[src/rtl/mux_scan_pkg.sv]
// Shared types and constants for the mux scan controller.
// Holds the FSM encoding and the mux geometry.
package mux_scan_pkg;

  localparam int NUM_INPUTS = 4;
  localparam int ADDR_W     = 2;
  localparam int CNT_W      = 4;

  typedef enum logic [1:0] {
    IDLE   = 2'd0,
    SETTLE = 2'd1,
    SAMPLE = 2'd2,
    DONE   = 2'd3
  } state_t;

endpackage

[src/rtl/settle_timer.sv]
// Settle-cycle down counter: load, decrement, expire flag.
// Ports: clk, rst_n (sync), load/load_val, dec, expire (count <= 1).
module settle_timer
  import mux_scan_pkg::*;
(
  input  logic             clk,
  input  logic             rst_n,
  input  logic             load,
  input  logic [CNT_W-1:0] load_val,
  input  logic             dec,
  output logic             expire
);

  logic [CNT_W-1:0] count;

  // Expires in the last settle cycle so the edge that closes it
  // moves the FSM on to SAMPLE.
  assign expire = (count <= CNT_W'(1));

  always_ff @(posedge clk) begin
    if (!rst_n) begin
      count <= '0;
    end else if (load) begin
      count <= load_val;
    end else if (dec && count != '0) begin
      count <= count - CNT_W'(1);
    end
  end

endmodule

[src/rtl/mux_scan_controller.sv]
// Drives a test word through a 4:1 mux and reads it back per address.
// Ports: clk, rst_n, start, word_in -> in0..in3, address0/1, busy, done,
// word_out, match; mux_out is the mux output fed back for sampling.
module mux_scan_controller
  import mux_scan_pkg::*;
#(
  parameter int SETTLE_CYCLES = 2
) (
  input  logic       clk,
  input  logic       rst_n,
  input  logic       start,
  input  logic [3:0] word_in,
  output logic       in0,
  output logic       in1,
  output logic       in2,
  output logic       in3,
  output logic       address0,
  output logic       address1,
  input  logic       mux_out,
  output logic       busy,
  output logic       done,
  output logic [3:0] word_out,
  output logic       match
);

  localparam logic [ADDR_W-1:0] LAST_ADDR = ADDR_W'(NUM_INPUTS - 1);

  state_t                  state;
  logic [ADDR_W-1:0]       addr;
  logic [NUM_INPUTS-1:0]   data;
  logic [NUM_INPUTS-1:0]   cap;
  logic [NUM_INPUTS-1:0]   cap_next;
  logic                    t_load;
  logic                    t_dec;
  logic                    expire;

  assign {in3, in2, in1, in0} = data;
  assign {address1, address0} = addr;

  always_comb begin
    cap_next       = cap;
    cap_next[addr] = mux_out;
  end

  // Reload on acceptance and on every address step.
  assign t_load = (state == IDLE && start) ||
                  (state == SAMPLE && addr != LAST_ADDR);
  assign t_dec  = (state == SETTLE) && !expire;

  settle_timer u_timer (
    .clk      (clk),
    .rst_n    (rst_n),
    .load     (t_load),
    .load_val (CNT_W'(SETTLE_CYCLES)),
    .dec      (t_dec),
    .expire   (expire)
  );

  always_ff @(posedge clk) begin
    if (!rst_n) begin
      state    <= IDLE;
      addr     <= '0;
      data     <= '0;
      cap      <= '0;
      busy     <= 1'b0;
      done     <= 1'b0;
      word_out <= '0;
      match    <= 1'b0;
    end else begin
      done <= 1'b0;
      unique case (state)
        IDLE: begin
          if (start) begin
            data  <= word_in;
            addr  <= '0;
            cap   <= '0;
            busy  <= 1'b1;
            state <= SETTLE;
          end
        end
        SETTLE: begin
          if (expire) state <= SAMPLE;
        end
        SAMPLE: begin
          cap <= cap_next;
          if (addr == LAST_ADDR) begin
            word_out <= cap_next;
            match    <= (cap_next == data);
            done     <= 1'b1;
            state    <= DONE;
          end else begin
            addr  <= addr + ADDR_W'(1);
            state <= SETTLE;
          end
        end
        DONE: begin
          busy  <= 1'b0;
          state <= IDLE;
        end
        default: state <= IDLE;
      endcase
    end
  end

endmodule

[config.mk]
export PLATFORM = sky130hd
export DESIGN_NAME = mux_scan_controller
export DESIGN_NICKNAME = d
export VERILOG_FILES = /design/src/rtl/mux_scan_pkg.sv /design/src/rtl/settle_timer.sv /design/src/rtl/mux_scan_controller.sv
export SDC_FILE = /design/constraint.sdc
export NUM_CORES = 1
export LEC_CHECK = 0
export CAP_MARGIN = 20
export CORE_MARGIN = 2
export CORE_UTILIZATION = 25
export DETAILED_ROUTE_END_ITERATION = 16
export MAX_ROUTING_LAYER = met4
export PLACE_DENSITY = 0.48
export SLEW_MARGIN = 0
export SYNTH_ARGS = -nofsm -noshare
export SYNTH_HDL_FRONTEND = slang
export SYNTH_SLANG_ARGS = --single-unit
[constraint.sdc]
create_clock -name clk -period 1.48 [get_ports clk]
set_input_delay 0.222 -clock clk [delete_from_list [all_inputs] [get_ports clk]]
set_output_delay 0.222 -clock clk [all_outputs]
set_load 0.05 [all_outputs]
==> impl_metrics.json, run 1 <==
{
  "grt_pass1_wl_mm": 4.35,
  "synthesis.area_sq_um": 1080,
  "vias": 885,
  "cp-start-kind": "flop",
  "synthCells": 115,
  "rsz0062_at_grt": "true",
  "syn_area_per_cell_sq_um": 9.41,
  "power.density_nw_per_um2": 931,
  "grt_pass1_vias": 913,
  "vias_per_cell": 4.52,
  "reg2reg_slack_ps": 30,
  "die-area_sq_um": 4870,
  "dp_hpwl_mm": 1.86,
  "holdWs_ps": 493,
  "fin_tns_setup_ps": 0,
  "critPathMaxStageDelay_ps": 470,
  "preCtsSetupSlack_ps": -53.9,
  "cpMaxStageDelayCell": "or4_1",
  "die_w_microns": 69.8,
  "area_growth_pct": 55.6,
  "drt_pass1_iterations": 4,
  "overflow": 0,
  "grt_max_degree": 14,
  "path_buf_inv": 1,
  "setup_violations": 0,
  "routedWlPerCell_microns": 12.6,
  "num_antenna_cells": 0,
  "fin_util_pct": 41.2,
  "grtUsageTotal_pct": 11.3,
  "wirelength_mm": 2.48,
  "synth_cell_types": 34,
  "cts_root_buffer": "clkbuf_8",
  "cp_max_fo": 4,
  "antenna_found_initial": 0,
  "fin_crit_sh_pct": 97.7,
  "syn_nets": 130,
  "synthMuxAreaShare_pct": 6.47,
  "fmax_mhz": 692,
  "reg2reg_from": "u_timer.count[0]",
  "min_path_cells": 2,
  "yosysWarnings": 0,
  "ant_nets": 0,
  "peakVddDrop_uv": 492,
  "num_rows": 23,
  "tightest_slew_ps": 372,
  "ys_seq_area_share_pct": 40.7,
  "cts_inserted_buffers": 3,
  "cts_buffer_depth": 2,
  "cts.sinks": 22,
  "cp_top_family": "simple AND/OR/NAND/NOR gates",
  "cts_tree": "yes",
  "gp_congestion": 0.836,
  "min_period_ps": 1450,
  "synth-simple-area-share_pct": 21.7,
  "drc": 0,
  "synthAdderAreaFrac_pct": 8.09,
  "worst_slack_ps": 34.2,
  "skew_ps": 10.4,
  "cp-end-kind": "flop",
  "num_io_pins": 21,
  "clock_latency_ps": 270,
  "worstPathCellList": "inv_4, ha_4, nor2_4, o31ai_2, or4_1, a21oi_1",
  "initial_core_util_pct": 26.5,
  "hold-path-endpoint": "match",
  "hold_class": "flop to flop",
  "htreeDepth": 1,
  "drv_slew": 0,
  "crit_type": "flop to flop",
  "drive_above_1_share_pct": 36.3,
  "final_nets": 162,
  "maxCapViolations": 0,
  "synth_top_family_by_area": "simple AND/OR/NAND/NOR gates",
  "hold_viol": 0,
  "path_clk_slew_ps": 90,
  "r2r_end": "u_timer.count[3]",
  "outcome": "complete, no violations",
  "synth_xor_area_share_pct": 4.05,
  "relSlewSlack_pct": 75.1,
  "worstHoldStart": "match",
  "cp.arrival_ps": 1640,
  "leakagePower_nw": 0.687,
  "reg2regPathDepth": 6,
  "core_area_sq_um": 4090,
  "synth_seq_cells": 22,
  "cp.required_ps": 1670,
  "drt_iter0_markers": 27,
  "portBuffers": 20,
  "synth_compound_area_share_pct": 16.1,
  "dieHeight_microns": 69.8
}
cell usage in the layout, fill, tap and decap left out, types with 2 or more instances in the layout:
master           netlist  routed
xnor2_1                2       2
nor3b_2                1       2
inv_4                  0       2
nor2b_1                6       6
a21oi_1                4       4
nor2_1                 7       5
inv_1                  5       3
buf_12                 0       8
clkbuf_8               0       3
clkdlybuf4s50_1        0       7
mux2i_1                7       4
dfxtp_4                0       2
ha_4                   0       4
mux2i_4                0       3
o21ai_0                4       4
o211a_1                5       5
a21boi_0               5       5
and2_1                 3       2
ha_2                   0       2
buf_4                  0      15
nand2_1               14      14
xor2_1                 3       3
dfxtp_2                0       3
dfxtp_1               22      17
synthesized netlist by cell type:
master / n / area share, %
a21boi_0: 5 / 3.5
a21oi_1: 4 / 1.8
a22oi_1: 1 / 0.69
and2_1: 3 / 1.7
and2b_2: 1 / 0.81
and2b_4: 1 / 0.92
and3_1: 1 / 0.58
buf_2: 1 / 0.46
clkbuf_1: 2 / 0.69
dfxtp_1: 22 / 41
ha_1: 7 / 8.1
inv_1: 5 / 1.7
mux2i_1: 7 / 6.5
nand2_1: 14 / 4.9
nand2b_1: 1 / 0.58
nand3_1: 1 / 0.46
nand4b_1: 1 / 0.81
nor2_1: 7 / 2.4
nor2b_1: 6 / 3.5
nor3_1: 1 / 0.46
nor3b_1: 1 / 0.69
nor3b_2: 1 / 1.2
o211a_1: 5 / 4.6
o21ai_0: 4 / 1.8
o22ai_1: 1 / 0.58
o2bb2ai_1: 1 / 0.81
o311a_2: 1 / 1.0
o31ai_2: 1 / 1.2
or2b_1: 1 / 0.69
or3_1: 1 / 0.58
or3b_2: 1 / 0.81
or4_1: 1 / 0.69
xnor2_1: 2 / 1.6
xor2_1: 3 / 2.4
layer usage:
metal | track usage, % | part of all wire [%] | wire length (microns) | vias up
li1 | - | - | - | 464
met1 | 13.7 | 46 | 1130 | 409
met2 | 18.3 | 50 | 1250 | 8
met3 | 2.62 | 2.6 | 64 | 4
met4 | 3.85 | 1.1 | 28 | 0
met5 | - | 0 | 0 | -
cells by family after synthesis:
group | count (synthesis)
xor gates and xnor gates | 5
muxes | 7
and+or+nand+nor | 43
buffers and inverters | 8
AOI/OAI and AO/OA | 23
DFF | 22
adders and majority gates | 7
power breakdown:
group	total (mW)	switching, mW	internal, mW	leakage (nW)
Combinational	0.346	0.160	0.186	0.470
Sequential	0.650	0.0350	0.615	0.182
Clock	0.572	0.211	0.361	0.0357
registers in the layout (all words and copies together) (netlist names):
register       count
state              2
u_timer.count      4
match              1
data               4
addr               2
done               1
busy               1
word_out           4
cap                3
how the worst max path moves through the flow:
stage               slack, ps               end             start  cells after the start
CTS                        -1  u_timer.count[3]  u_timer.count[0]                      6
floorplan                  30  u_timer.count[3]  u_timer.count[0]                      6
global route              -30             match           addr[0]                      6
global placement          -20             match           mux_out                      5
detailed placement        -50  u_timer.count[1]  u_timer.count[1]                      5
finish                     30  u_timer.count[3]  u_timer.count[0]                      6
per-stage QoR:
| step | cells | cell area (sq um) | power (mW) |
|---|---|---|---|
| 6_report | 196 | 1680 | 1.57 |
| 5_1_grt | 196 | 1680 | 1.64 |
| 4_1_cts | 194 | 1570 | 1.55 |
| 3_5_place_dp | 189 | 1460 | 0.959 |
| 3_3_place_gp | 189 | 1460 | 0.956 |
| 2_1_floorplan | 115 | 1090 | 0.821 |
final cells by class:
cell class              count  area [sq um]
clock buffers               3          41.3
clock inverters             1          30.0
fillers                   411          2400
inverters                   5          23.8
multi-input cells          85           732
flip-flops and latches     22           452
well taps                  50          62.6
repair buffers             30           343
worst min-delay path, stage by stage, from the launching register on:
cell	delay (ps)
dfxtp_1	330
nand2_1	60
o22ai_1	60
what timing repair did:
item                                    CTS  global route
setup buffers                             1             2
gates resized for setup                   8            22
endpoints found under the setup margin    3             9
pin swaps                                 2             2
hold buffers                              0             0
(Power assumes the default switching activity.)
==> run 2: changes to the inputs <==
- SKIP_CTS_REPAIR_TIMING: unset -> 1
==> run 2 against run 1 <==
Against the previous run:
- sequential share of layout area grew 0.47 points
- maximum frequency shrank 1.0%
- register-to-register slack about the same
- power fell by 0.79%
- combinational power fell by 2%
- hold slack about the same
- critical path type unchanged
- critical endpoint unchanged
- largest power group unchanged
- highest routed layer unchanged
==> impl_metrics.json, run 2 (synthesized netlist as in run 1, its figures left out) <==
{
  "power_mw": 1.56,
  "cp_top_family": "simple AND/OR/NAND/NOR gates",
  "path_clk_slew_ps": 90,
  "portBuffers": 20,
  "worstPathCellList": "inv_4, ha_4, nor2_4, o31ai_2, or4_1, a21oi_1",
  "drv_slew": 0,
  "antenna_found_initial": 0,
  "final_cell_mix": "dfxtp_1 (17), buf_4 (15), nand2_1 (14), buf_12 (8), clkdlybuf4s50_1 (7)",
  "cp-end-kind": "flop",
  "drive_above_1_share_pct": 36.3,
  "vias": 892,
  "drc": 0,
  "cts_inserted_buffers": 3,
  "final_common_cell": "dfxtp_1",
  "vias_per_cell": 4.55,
  "leakagePower_nw": 0.681,
  "grt_pass1_wl_mm": 4.25,
  "maxCapViolations": 0,
  "grtUsageTotal_pct": 11.0,
  "drt_pass1_iterations": 4,
  "overflow": 0,
  "setup_violations": 0,
  "grt_max_degree": 14,
  "path_buf_inv": 1,
  "routedWlPerCell_microns": 12.5,
  "placed_area_sq_um": 1460,
  "num_io_pins": 21,
  "holdWs_ps": 493,
  "fin_crit_sh_pct": 98.7,
  "relSlewSlack_pct": 77.3,
  "crit_type": "flop to flop",
  "die-area_sq_um": 4870,
  "peakVddDrop_uv": 487,
  "skew_ps": 10.5,
  "tightest_slew_ps": 339,
  "cpMaxStageDelayCell": "or4_1",
  "num_rows": 23,
  "worst_slack_ps": 19.6,
  "cts_tree": "yes",
  "critPathMaxStageDelay_ps": 500,
  "hold_viol": 0,
  "cp.required_ps": 1670,
  "core_area_sq_um": 4090,
  "cts.sinks": 22,
  "reg_top3": "data (4), u_timer.count (4), word_out (4)",
  "htreeDepth": 1,
  "initial_core_util_pct": 26.5,
  "clock_latency_ps": 270,
  "num_antenna_cells": 0,
  "gp_congestion": 0.836,
  "area_growth_pct": 52.9,
  "rsz0062_at_grt": "true",
  "cp.arrival_ps": 1650,
  "final_nets": 162,
  "cp-start-kind": "flop",
  "ant_nets": 0,
  "cts_root_buffer": "clkbuf_8",
  "min_period_ps": 1460,
  "dieHeight_microns": 69.8,
  "cp_max_fo": 4,
  "die_w_microns": 69.8,
  "dp_hpwl_mm": 1.86,
  "preCtsSetupSlack_ps": -53.9,
  "drt_iter0_markers": 36,
  "outcome": "complete, no violations",
  "power.density_nw_per_um2": 940,
  "reg2reg_slack_ps": 20,
  "cts_buffer_depth": 2,
  "hold_class": "flop to flop",
  "grt_pass1_vias": 893,
  "wirelength_mm": 2.46,
  "fmax_mhz": 685,
  "design_area_sq_um": 1660
}
## run 2: cell counts in the layout (fill, tap and decap cells not counted)
No cell type changed its count.
## run 2: final cells by class
type	instances	area [sq um]
multi-input combinational	85	703
tap	50	62.6
fill	410	2430
clock buffer	3	41.3
sequential	22	452
clock inverter	1	30.0
timing repair buffer	30	343
inverter	5	23.8
## run 2: tightest hold or removal path: stages (launching register included)
cell and delay (ps):
dfxtp_1 330, nand2_1 60, o22ai_1 60
## run 2: where the power goes
group	internal, mW	switching (mW)	total, mW
registers	0.615	0.0344	0.649
logic	0.182	0.156	0.338
clock network	0.361	0.207	0.569
total	1.16	0.397	1.56
## run 2: metrics by stage
stage          std cells  utilization [%]  TNS, ps
2_1_floorplan        115                -        0
3_3_place_gp         189             35.7    -43.9
3_5_place_dp         189             35.7     -184
4_1_cts              193             37.4     -156
5_1_grt              196             40.5    -59.7
6_report             196             40.5        0
## run 2: worst paths after layout
| path | from | depth (start not counted) | end |
|---|---|---|---|
| worst min-delay path | match | 2 | match |
| worst max register to register | u_timer.count[0] | 6 | u_timer.count[3] |
| worst max-delay path | u_timer.count[0] | 6 | u_timer.count[3] |
| worst min register to register | match | 2 | match |
## run 2: layer usage
metal | global-route usage (%) | up-vias | part of all wire (%)
met2 | 17.8 | 10 | 49
met1 | 13.6 | 415 | 46
met5 | - | - | 0
li1 | - | 463 | -
met4 | 3.21 | 0 | 1.1
met3 | 2.62 | 4 | 2.9
